<file path="config.mk">
export PLATFORM = sky130hd
export DESIGN_NAME = memory_stage
export DESIGN_NICKNAME = d
export VERILOG_FILES = /design/src/rtl/memory_stage_pkg.sv /design/src/rtl/memory_stage_load_align.sv /design/src/rtl/memory_stage.sv
export SDC_FILE = /design/constraint.sdc
export NUM_CORES = 1
export LEC_CHECK = 0
export CAP_MARGIN = 20
export CORE_UTILIZATION = 50
export CTS_CLUSTER_DIAMETER = 40
export DETAILED_ROUTE_END_ITERATION = 8
export GPL_TIMING_DRIVEN = 0
export HOLD_SLACK_MARGIN = 0.03
export PLACE_DENSITY = 0.8
export SLEW_MARGIN = 15
export SYNTH_ARGS = -nofsm -noshare
export SYNTH_HDL_FRONTEND = slang
export SYNTH_HIERARCHICAL = 1
export SYNTH_SLANG_ARGS = --single-unit
</file>
<file path="constraint.sdc">
create_clock -name clk -period 6.7 [get_ports clk]
set_input_delay 2.01 -clock clk [delete_from_list [all_inputs] [get_ports clk]]
set_output_delay 2.01 -clock clk [all_outputs]
set_load 0.01 [all_outputs]
</file>
<file path="src/rtl/memory_stage_pkg.sv">
// Shared constants for the memory stage: load-type codes, FSM state encoding
// and datapath widths.
package memory_stage_pkg;

  localparam int DATA_W      = 32;
  localparam int REG_ADDR_W  = 5;
  localparam int WEN_W       = 4;
  localparam int LOAD_TYPE_W = 3;

  localparam logic [LOAD_TYPE_W-1:0] LT_LW  = 3'd0;
  localparam logic [LOAD_TYPE_W-1:0] LT_LB  = 3'd1;
  localparam logic [LOAD_TYPE_W-1:0] LT_LBU = 3'd2;
  localparam logic [LOAD_TYPE_W-1:0] LT_LH  = 3'd3;
  localparam logic [LOAD_TYPE_W-1:0] LT_LHU = 3'd4;
  localparam logic [LOAD_TYPE_W-1:0] LT_LWL = 3'd5;
  localparam logic [LOAD_TYPE_W-1:0] LT_LWR = 3'd6;

  typedef enum logic [1:0] {
    ST_IDLE = 2'd0,
    ST_REQ  = 2'd1,
    ST_WAIT = 2'd2,
    ST_DONE = 2'd3
  } state_t;

endpackage

</file>
<file path="src/rtl/memory_stage_load_align.sv">
// Load alignment: selects/extends the addressed byte or half and merges the
// unaligned LWL/LWR word with the old rt value.
module load_align
  import memory_stage_pkg::*;
(
  input  logic [1:0]             addr_lo,
  input  logic [LOAD_TYPE_W-1:0] load_type,
  input  logic [DATA_W-1:0]      rdata,
  input  logic [DATA_W-1:0]      rt,
  output logic [DATA_W-1:0]      wdata
);

  logic [7:0]  byte_sel;
  logic [15:0] half_sel;

  always_comb begin
    byte_sel = rdata[7:0];
    case (addr_lo)
      2'd0: byte_sel = rdata[7:0];
      2'd1: byte_sel = rdata[15:8];
      2'd2: byte_sel = rdata[23:16];
      2'd3: byte_sel = rdata[31:24];
      default: byte_sel = rdata[7:0];
    endcase
    half_sel = addr_lo[1] ? rdata[31:16] : rdata[15:0];

    wdata = rdata;
    case (load_type)
      LT_LW:  wdata = rdata;
      LT_LB:  wdata = {{24{byte_sel[7]}}, byte_sel};
      LT_LBU: wdata = {24'd0, byte_sel};
      LT_LH:  wdata = {{16{half_sel[15]}}, half_sel};
      LT_LHU: wdata = {16'd0, half_sel};
      LT_LWL: begin
        case (addr_lo)
          2'd0: wdata = {rdata[7:0],  rt[23:0]};
          2'd1: wdata = {rdata[15:0], rt[15:0]};
          2'd2: wdata = {rdata[23:0], rt[7:0]};
          default: wdata = rdata;
        endcase
      end
      LT_LWR: begin
        case (addr_lo)
          2'd1: wdata = {rt[31:24], rdata[31:8]};
          2'd2: wdata = {rt[31:16], rdata[31:16]};
          2'd3: wdata = {rt[31:8],  rdata[31:24]};
          default: wdata = rdata;
        endcase
      end
      default: wdata = rdata;
    endcase
  end

endmodule

</file>
<file path="src/rtl/memory_stage.sv">
// Pipeline memory stage: one instruction in flight, SRAM request/response
// handshake, load alignment. Optional HI/LO registers under MEMORY_HILO_EN.
//
// state | meaning
// IDLE  | empty, accepting a new instruction
// REQ   | SRAM request held until data_addr_ok
// WAIT  | waiting for data_data_ok (read data / write ack)
// DONE  | result valid to writeback, can accept back-to-back
module memory_stage
  import memory_stage_pkg::*;
#(
  parameter int SRAM_ADDR_W = 32
)
(
  input  logic                   clk,
  input  logic                   resetn,
  input  logic                   exe_valid,
  output logic                   mem_allowin,
  input  logic                   exe_mem_read,
  input  logic                   exe_reg_en,
  input  logic [WEN_W-1:0]       exe_mem_wen,
  input  logic [DATA_W-1:0]      alu_result,
  input  logic [DATA_W-1:0]      exe_mem_wdata,
  input  logic [DATA_W-1:0]      exe_load_rt_data,
  input  logic [REG_ADDR_W-1:0]  exe_reg_waddr,
  input  logic [LOAD_TYPE_W-1:0] exe_load_type,
  output logic                   data_req,
  output logic                   data_wr,
  output logic [WEN_W-1:0]       data_wen,
  output logic [SRAM_ADDR_W-1:0] data_addr,
  output logic [DATA_W-1:0]      data_wdata,
  input  logic                   data_addr_ok,
  input  logic                   data_data_ok,
  input  logic [DATA_W-1:0]      data_rdata,
  input  logic                   wb_allowin,
  output logic                   mem_valid,
  output logic                   mem_reg_en,
  output logic [REG_ADDR_W-1:0]  mem_reg_waddr,
  output logic [DATA_W-1:0]      mem_reg_wdata
`ifdef MEMORY_HILO_EN
  ,
  input  logic                   exe_MD_complete,
  input  logic [2*DATA_W-1:0]    exe_MD_result,
  output logic [DATA_W-1:0]      hi,
  output logic [DATA_W-1:0]      lo
`endif
);

  state_t state, state_nxt;

  logic                   accept;
  logic                   mem_op_in;
  logic                   r_mem_read;
  logic                   r_reg_en;
  logic [WEN_W-1:0]       r_wen;
  logic [DATA_W-1:0]      r_addr;
  logic [DATA_W-1:0]      r_wdata;
  logic [DATA_W-1:0]      r_rt;
  logic [REG_ADDR_W-1:0]  r_waddr;
  logic [LOAD_TYPE_W-1:0] r_load_type;
  logic [DATA_W-1:0]      r_rdata;
  logic [DATA_W-1:0]      load_wdata;
  logic [DATA_W-1:0]      addr_word;

  assign mem_allowin = (state == ST_IDLE) | ((state == ST_DONE) & wb_allowin);
  assign accept      = exe_valid & mem_allowin;
  assign mem_op_in   = exe_mem_read | (|exe_mem_wen);

  always_ff @(posedge clk or negedge resetn) begin
    if (!resetn) state <= ST_IDLE;
    else         state <= state_nxt;
  end

  always_comb begin
    state_nxt = state;
    case (state)
      ST_IDLE: if (accept) state_nxt = mem_op_in ? ST_REQ : ST_DONE;
      ST_REQ:  if (data_addr_ok) state_nxt = ST_WAIT;
      ST_WAIT: if (data_data_ok) state_nxt = ST_DONE;
      ST_DONE: begin
        if (accept)          state_nxt = mem_op_in ? ST_REQ : ST_DONE;
        else if (wb_allowin) state_nxt = ST_IDLE;
      end
      default: state_nxt = ST_IDLE;
    endcase
  end

  always_ff @(posedge clk or negedge resetn) begin
    if (!resetn) begin
      r_mem_read  <= 1'b0;
      r_reg_en    <= 1'b0;
      r_wen       <= '0;
      r_addr      <= '0;
      r_wdata     <= '0;
      r_rt        <= '0;
      r_waddr     <= '0;
      r_load_type <= '0;
    end else if (accept) begin
      r_mem_read  <= exe_mem_read;
      r_reg_en    <= exe_reg_en;
      r_wen       <= exe_mem_wen;
      r_addr      <= alu_result;
      r_wdata     <= exe_mem_wdata;
      r_rt        <= exe_load_rt_data;
      r_waddr     <= exe_reg_waddr;
      r_load_type <= exe_load_type;
    end
  end

  // data_data_ok is only meaningful while a response is outstanding
  always_ff @(posedge clk or negedge resetn) begin
    if (!resetn)
      r_rdata <= '0;
    else if ((state == ST_WAIT) && data_data_ok && r_mem_read)
      r_rdata <= data_rdata;
  end

  assign addr_word  = {r_addr[DATA_W-1:2], 2'b00};
  assign data_req   = (state == ST_REQ);
  assign data_wr    = |r_wen;
  assign data_wen   = r_wen;
  assign data_addr  = SRAM_ADDR_W'(addr_word);
  assign data_wdata = r_wdata;

  load_align u_load_align (
    .addr_lo   (r_addr[1:0]),
    .load_type (r_load_type),
    .rdata     (r_rdata),
    .rt        (r_rt),
    .wdata     (load_wdata)
  );

  assign mem_valid     = (state == ST_DONE);
  assign mem_reg_en    = r_reg_en & ~(|r_wen);
  assign mem_reg_waddr = r_waddr;
  assign mem_reg_wdata = r_mem_read ? load_wdata : r_addr;

`ifdef MEMORY_HILO_EN
  always_ff @(posedge clk or negedge resetn) begin
    if (!resetn) begin
      hi <= '0;
      lo <= '0;
    end else if (exe_MD_complete) begin
      {hi, lo} <= exe_MD_result;
    end
  end
`endif

endmodule

</file>
==> results of run 1 <==
worst max-delay path by stage:
stage,endpoint,slack (ps),cells past startpoint
final,mem_allowin,1250,4
after global routing,mem_allowin,1230,4
after CTS,mem_allowin,1250,4
after detailed placement,mem_allowin,1260,4
after global placement,data_wdata[5],-1860,1
after floorplan,mem_allowin,2190,2
metrics by stage:
step	power, W	setup slack (ps)	utilization (%)
global route	0.00750	1230	72.5
finish	0.00718	1250	72.5
detailed placement	0.00618	1260	69.0
CTS	0.00718	1250	72.5
floorplan	0.00443	2190	-
global placement	0.00609	-1860	68.8
cell families (layout without fill, tap and decap cells):
| group | Yosys count | in the layout | share of synthesized area, % |
|---|---|---|---|
| other | 1 | 2 | 0.0429 |
| DFF | 144 | 144 | 41.2 |
| AOI/OAI and AO/OA | 105 | 105 | 9.11 |
| muxes | 242 | 242 | 38.5 |
| buffers and inverters | 84 | 372 | 8.25 |
| and+or+nand+nor | 49 | 49 | 2.88 |
layer usage:
layer / vias up / track usage (%) / share of wire (%)
li1: 2877 / - / -
met1: 3201 / 36.8 / 41
met2: 353 / 49.9 / 50
met3: 35 / 6.95 / 7.8
met4: 0 / 8.68 / 1.7
met5: - / 0 / 0
worst max-delay path, cell delays in order:
cell             delay [ps]
clkdlybuf4s50_1         420
and3_4                  210
or2_2                   310
clkdlybuf4s50_1         480
cell usage after synthesis, drive strengths merged, types with 2 or more instances:
| cell | n | area, sq um |
|---|---|---|
| mux2 | 176 | 2360 |
| dfrtp | 144 | 3600 |
| buf | 76 | 691 |
| mux2i | 43 | 455 |
| o21ai | 33 | 176 |
| nand2 | 25 | 93.8 |
| mux4 | 23 | 552 |
| o22a | 16 | 140 |
| a21oi | 12 | 71.3 |
| o32a | 8 | 80.1 |
| a22o | 7 | 61.3 |
| nor2 | 6 | 25.0 |
| a31oi | 5 | 46.3 |
| o211ai | 5 | 37.5 |
| o221ai | 5 | 43.8 |
| a221o | 4 | 41.3 |
| clkbuf | 4 | 15.0 |
| inv | 4 | 15.0 |
| nor2b | 4 | 25.0 |
| o2bb2ai | 4 | 35.0 |
| and2 | 3 | 21.3 |
| a211o | 2 | 17.5 |
| and3b | 2 | 17.5 |
| or2 | 2 | 12.5 |
cell type report:
| cell class | count | share of cell area [%] |
|---|---|---|
| multi-input cells | 398 | 36.3 |
| inverters | 4 | 0.123 |
| well taps | 220 | 2.26 |
| clock buffers | 21 | 3.70 |
| plain buffers | 80 | 5.79 |
| repair buffers | 256 | 21.2 |
| clock inverters | 11 | 1.08 |
| flip-flops and latches | 144 | 29.6 |
power breakdown:
group          internal (W)  switching [W]
Clock              0.000562       0.000388
Sequential          0.00132       0.000496
Combinational       0.00262        0.00179
state kept, by name, summed over array words and instances, names as in the netlist, 2 cells and up:
register / cells
r_load_type: 3
state: 2
r_rdata: 32
data_wdata: 32
r_rt: 32
data_wen: 4
r_addr: 32
mem_reg_waddr: 5
==> metrics, run 1 <==
area of the multi-input gates=about 4400 sq um; worst r2r src=state[1]; Period Utilization, post-route=81.3%; post-synthesis register bit count=144; Top FF cell, synth=dfrtp_1; largest net degree at the start of global routing=84; final setup fails=0; CTS Sinks=144; Die ar.=approximately 18000 sq um; Root Driver=clkbuf_16; Synth Warn #=6; Routability Congestion=roughly 0.86; pwr dens=589 nW/um^2; Reg2Reg Setup Slack=4960 ps; number of global-route vias before repair=just under 7000; Slew Viols, Final=0; clk_lat worst skew=430 ps; Setup Skew=11.2 ps; share of cells above drive strength 1=33.9%; Worst setup SP type=input pin; cts bufs inserted=17; Post-synth EDFFs=0; Cells after Synth=between 600 and 700; crit path capture type=output port; initial drt markers=440; Avg WL per Cell=22.5 microns; Starting Density=52.0%; Mean Syn Cell Area=14.0 sq um; hold path startpoint=data_wdata[28]; Placed Area=around 12000 sq um; first-pass GRT wire length=39500 microns; Async SR Flop Fraction=100%; TritonCTS clock tree=built; initial antenna violation count=0; Final Critical Period=5450 ps; grt ovf=0; total global-route track usage=29.2%; First-pass DRT Iterations=5; H-tree depth=4; MaxCap Viol Count=0; num rows=47; static leakage=5.45 nW; I/O Buffers=around 260; via/cell ratio=5.70; Die H=134 microns; outcome=complete, no violations; hold path endpoint=data_wdata[28]; FMAX=184 MHz; most common cell after layout, fill and taps aside=clkdlybuf4s50_1; DPL Wire Length=18900 microns; Placed Instances=between 1000 and 1500; Layout Nets=1049; drt total wl=25600 microns; post-CTS sizing=0; CP Class=in -> out; Synth-to-Final Area Change=39.4%; Non-Filler Instances=1134; post-synthesis cell type count=49; via count=roughly 6500; Slew headroom=between 50% and 60%; Reg-to-Reg End=r_rt[4]; first element of the critical path=wb_allowin; antenna violation net count after detailed routing=0; worst hold path cell count=1; commonest cells after routing, fill and taps aside=clkdlybuf4s50_1, dfrtp_1, mux2_4; Arrival @ worst endpoint=~3400 ps; RSZ-0062 raised after global routing=false; WP data required=4690 ps; register area=approximately 3600 sq um; VDD IR-drop max=351 uV; clk buf depth=2; # hold bufs at CTS=0; Design Area, Final=12200 sq um; worst-margin pin slew=639 ps; crit path max fanout=3; I/O pin cnt=258; sequential-to-total area share from yosys stat=around two fifths; CORE AREA=16800 sq um; Hold Slack=514 ps; Setup TNS=0 ps; # diodes=0; Worst Hold Class=reg -> reg; Reg2Reg Depth=6; post-CTS setup buffer count=0; Worst-path clk slew=~60 ps; die width=134 microns; DRC=0; mapped cell area=roughly 8700 sq um; FILL cells=1161; final hold violation count=0
(Power assumes the default switching activity.)
==> run 2: changes to the inputs <==
--- a/config.mk
+++ b/config.mk
@@ -6,12 +6,12 @@
 export NUM_CORES = 1
 export LEC_CHECK = 0
 export CAP_MARGIN = 20
-export CORE_UTILIZATION = 50
+export CORE_UTILIZATION = 48
 export CTS_CLUSTER_DIAMETER = 40
 export DETAILED_ROUTE_END_ITERATION = 8
 export GPL_TIMING_DRIVEN = 0
 export HOLD_SLACK_MARGIN = 0.03
-export PLACE_DENSITY = 0.8
+export PLACE_DENSITY = 0.77
 export SLEW_MARGIN = 15
 export SYNTH_ARGS = -nofsm -noshare
 export SYNTH_HDL_FRONTEND = slang
==> constraint.sdc (replaced) <==
create_clock -name clk -period 5.45 [get_ports clk]
set_input_delay 1.635 -clock clk [delete_from_list [all_inputs] [get_ports clk]]
set_output_delay 1.635 -clock clk [all_outputs]
set_load 0.01 [all_outputs]
==> run 2 against run 1 <==
Critical path depth is 4 higher. Sequential share of layout area is 0.097 points lower. Worst hold slack better by 2.1 ps. Via count is 0.91% lower. Count of clock-buffer cells in the layout is 3 lower. Highest routed layer unchanged. First-iteration DRC count is 5.0% lower. Largest cell class unchanged.
==> metrics, run 2 (same netlist as run 1, synthesis figures left out) <==
grt ovf=0; drt total wl=26300 microns; Slew headroom=56.2%; crit path max-delay cell type=clkdlybuf4s50_1; Setup Skew=13.8 ps; worst-margin pin slew=roughly 660 ps; Placed Area=11600 sq um; via/cell ratio=approximately 5.6; outcome=complete, no violations; WP data required=approximately 3800 ps; largest net degree at the start of global routing=85; DPL Wire Length=19400 microns; H-tree depth=4; pwr dens=between 700 and 800 nW/um^2; Routability Congestion=0.886; commonest cells after routing, fill and taps aside=clkdlybuf4s50_1, dfrtp_1, mux2_4; MaxCap Viol Count=0; Worst setup SP type=flip-flop; most common cell after layout, fill and taps aside=clkdlybuf4s50_1; # diodes=0; Arrival @ worst endpoint=3160 ps; Die ar.=18800 sq um; cts bufs inserted=17; Starting Density=~50%; most used cell along the critical path=buf_2; first-pass GRT wire length=39800 microns; DRC=0; Slew Viols, Final=0; clk buf depth=2; worst path cell trace=buf_2 > and2_1 > mux2i_4 > buf_2 > o2bb2ai_1 > a221o_1 > mux2_2 > clkdlybuf4s50_1; CP top delay family=buffers and inverters; Avg WL per Cell=between 20 and 25 microns; clk_lat worst skew=430 ps; VDD IR-drop max=400 uV; number of global-route vias before repair=6769; total global-route track usage=28.9%; crit path max fanout=10; Worst Hold Class=reg -> reg; antenna violation net count after detailed routing=0; Bufs and invs on worst path=3; Layout Nets=1049; initial antenna violation count=0; Hold Slack=between 500 and 600 ps; Design Area, Final=roughly 12000 sq um; CTS Sinks=144; Die H=137 microns; I/O pin cnt=258; FMAX=209 MHz; die width=137 microns; CORE AREA=17500 sq um; First-pass DRT Iterations=7; post-CTS sizing=0; Worst path max stage delay=between 500 and 600 ps; CP Class=reg -> out; Period Utilization, post-route=around 90%; # hold bufs at CTS=0; post-CTS setup buffer count=0; I/O Buffers=about 260; RSZ-0062 raised after global routing=false; static leakage=5.48 nW; Synth-to-Final Area Change=39.9%; initial drt markers=~420; final setup fails=0; FILL cells=1225; Final Critical Period=4790 ps; Root Driver=clkbuf_16; Worst-path clk slew=about 60 ps; crit path capture type=output port; via count=6407; TritonCTS clock tree=built; final hold violation count=0; share of cells above drive strength 1=34.2%; num rows=48
==> run 2: cell count changes in the layout (fill, tap and decap cells not counted), sizes merged <==
cell	change
bufinv	+1
inv	+4
clkinvlp	-3
clkbuf	-3
==> run 2: final timing paths <==
| check | cells after the start | slack (ps) | to | startpoint |
|---|---|---|---|---|
| setup / recovery | 8 | 660 | mem_reg_wdata[0] | r_load_type[1] |
| hold / removal | 1 | 520 | mem_reg_waddr[3] | mem_reg_waddr[3] |
| setup reg to reg | 4 | 3650 | r_rdata[1] | r_mem_read |
| hold reg to reg | 1 | 520 | mem_reg_waddr[3] | mem_reg_waddr[3] |
| max in group asynchronous | 2 | 3520 | r_rt[30] | resetn |
| min in group asynchronous | 1 | 1200 | r_rt[1] | resetn |
==> run 2: layout make-up <==
cell class / instances / area (sq um) / share of cell area (%)
sequential: 144 / 3600 / 29.5
buffer: 80 / 706 / 5.77
clock inverter: 13 / 176 / 1.44
multi-input combinational: 398 / 4420 / 36.1
clock buffer: 18 / 439 / 3.59
tap: 225 / 282 / 2.30
timing repair buffer: 256 / 2580 / 21.1
inverter: 4 / 15.0 / 0.123
==> run 2: metal layers <==
| layer | global-route usage [%] | wire (microns) | share of wire (%) | vias up |
|---|---|---|---|---|
| met5 | 0 | 0 | 0 | - |
| met4 | 8.97 | 482 | 1.8 | 0 |
| met3 | 6.78 | 1750 | 6.6 | 36 |
| met2 | 48.5 | 13100 | 50 | 265 |
| met1 | 36.7 | 10900 | 42 | 3224 |
| li1 | - | - | - | 2882 |
==> run 2: per-stage QoR <==
stage | power (W) | setup WS, ps | std cells | util (%) | TNS (ps)
after detailed placement | 0.00760 | 768 | 1107 | 66.2 | 0
after CTS | 0.00891 | 672 | 1138 | 69.7 | 0
after floorplan | 0.00545 | 1690 | 626 | - | 0
after global placement | 0.00751 | -2750 | 1106 | 66.0 | -395170
after global routing | 0.00931 | 588 | 1138 | 69.7 | 0
final | 0.00890 | 658 | 1138 | 69.7 | 0
==> run 2: report_power, final <==
group | internal (W) | switching (W) | leakage (nW) | total, W
Sequential | 0.00162 | 0.000617 | 1.70 | 0.00224
Clock | 0.000742 | 0.000500 | 0.304 | 0.00124
Combinational | 0.00322 | 0.00219 | 3.47 | 0.00541
==> run 3: changes to the inputs <==
--- a/config.mk
+++ b/config.mk
@@ -9,7 +9,6 @@
 export CORE_UTILIZATION = 48
 export CTS_CLUSTER_DIAMETER = 40
 export DETAILED_ROUTE_END_ITERATION = 8
-export GPL_TIMING_DRIVEN = 0
 export HOLD_SLACK_MARGIN = 0.03
 export PLACE_DENSITY = 0.77
 export SLEW_MARGIN = 15
==> run 3 against run 2 <==
Worst setup slack got worse by 340 ps. Cell area down 5.6%. Core utilization fell by 3.9 points. Via count decreased by 5.3%. Critical path type unchanged.
==> metrics, run 3 (same netlist as run 1, synthesis figures left out) <==
outcome=complete, no violations; number of global-route vias before repair=about 6000; Routability Congestion=about 0.88; via count=6066; clk_lat worst skew=around 430 ps; hold path startpoint=data_wdata[29]; DPL Wire Length=16500 microns; worst r2r src=state[1]; combinational share of power=57.9%; WP data required=3820 ps; CORE AREA=17500 sq um; Slew Viols, Final=0; Setup Skew=around 11 ps; Worst setup SP type=flip-flop; cts bufs inserted=17; static leakage=5.05 nW; sequential power share=28.6%; via/cell ratio=5.67; Starting Density=about half; Setup TNS=0 ps; First-pass DRT Iterations=5; share of cells above drive strength 1=29.3%; Die H=137 microns; final hold violation count=0; MaxCap Viol Count=0; crit path max fanout=30; Clock power frac=13.5%; FMAX=195 MHz; VDD IR-drop max=427 uV; Final Critical Period=~5000 ps; Avg WL per Cell=approximately 22 microns; most common cell after layout, fill and taps aside=clkdlybuf4s50_1; H-tree depth=4; grt ovf=0; I/O pin cnt=~260; DRC=0; TritonCTS clock tree=built; Period Utilization, post-route=a little over nine tenths; final core occ=about two thirds; post-CTS sizing=0; final worst slack=321 ps; total global-route track usage=25.3%; first-pass GRT wire length=approximately 35000 microns; Synth-to-Final Area Change=32.0%; I/O Buffers=roughly 260; initial antenna violation count=1; DP Worst Slack=767 ps; Power Internal=between 0.005 and 0.006 W; Design Area, Final=about 12000 sq um; drt total wl=23300 microns; CP Class=reg -> out; first element of the critical path=r_addr[1]; die width=between 100 and 150 microns; pwr dens=714 nW/um^2; Arrival @ worst endpoint=between 3000 and 4000 ps; post-CTS setup buffer count=0; Placed Area=11000 sq um; RSZ-0062 raised after global routing=false; initial drt markers=334; final setup fails=0; commonest cells after routing, fill and taps aside=clkdlybuf4s50_1, dfrtp_1, mux2_4; CTS Sinks=144; # hold bufs at CTS=0; worst-margin pin slew=969 ps; Worst-path clk slew=60 ps; switching share of total power=a little under two fifths; clk buf depth=2; num rows=48; Root Driver=clkbuf_16; largest net degree at the start of global routing=111; Slew headroom=a little over a third; crit path capture type=output port; Worst Hold Class=reg -> reg; Layout Nets=980; Die ar.=between 15000 and 20000 sq um; antenna violation net count after detailed routing=0; Sw Pwr=just over 0.003 W
[run 3: routing by layer]
metal  GRT usage (%)  part of all wire, %  vias to the layer above
li1                -                    -                     2724
met1            32.3                   41                     3018
met2            41.0                   48                      292
met3            7.44                  8.6                       32
met4            8.42                  2.3                        0
met5               0                    0                        -
[run 3: worst max-delay path, stage by stage (launching register included)]
cell	delay, ps
dfrtp_2	810
buf_4	370
mux4_1	580
nand2_1	80
o21ai_0	90
o32a_1	370
mux2_2	280
clkdlybuf4s50_1	480
[run 3: power groups by stage]
stage,registers (W),clock network (W),logic (W)
6_report,0.00236,0.00111,0.00477
5_1_grt,0.00245,0.00118,0.00502
4_1_cts,0.00235,0.00113,0.00478
3_5_place_dp,0.00235,0,0.00474
3_3_place_gp,0.00232,0,0.00467
2_1_floorplan,0.00206,0,0.00338
[run 3: cell type report]
cell class | instances | area, sq um
fillers | 1279 | 6000
repair buffers | 267 | 2660
well taps | 225 | 282
inverters | 4 | 15.0
diodes | 1 | 2.50
clock inverters | 11 | 110
flip-flops and latches | 144 | 3610
clock buffers | 20 | 447
multi-input cells | 398 | 4420
[run 3: metrics by stage]
stage,instances,power (W),hold WS [ps]
finish,1070,0.00824,507
global placement,1038,0.00699,498
floorplan,626,0.00545,476
CTS,1069,0.00825,512
global route,1070,0.00865,532
detailed placement,1038,0.00709,494
[run 3: path summary, 6_finish.rpt]
check | cells past startpoint | endpoint | slack, ps
worst max-delay path | 7 | mem_reg_wdata[11] | 320
worst min-delay path | 1 | data_wdata[29] | 510
worst max register to register | 4 | r_rt[8] | 3340
worst min register to register | 1 | data_wdata[29] | 510
max in group asynchronous | 2 | data_wdata[29] | 3250
min in group asynchronous | 1 | r_addr[2] | 1230
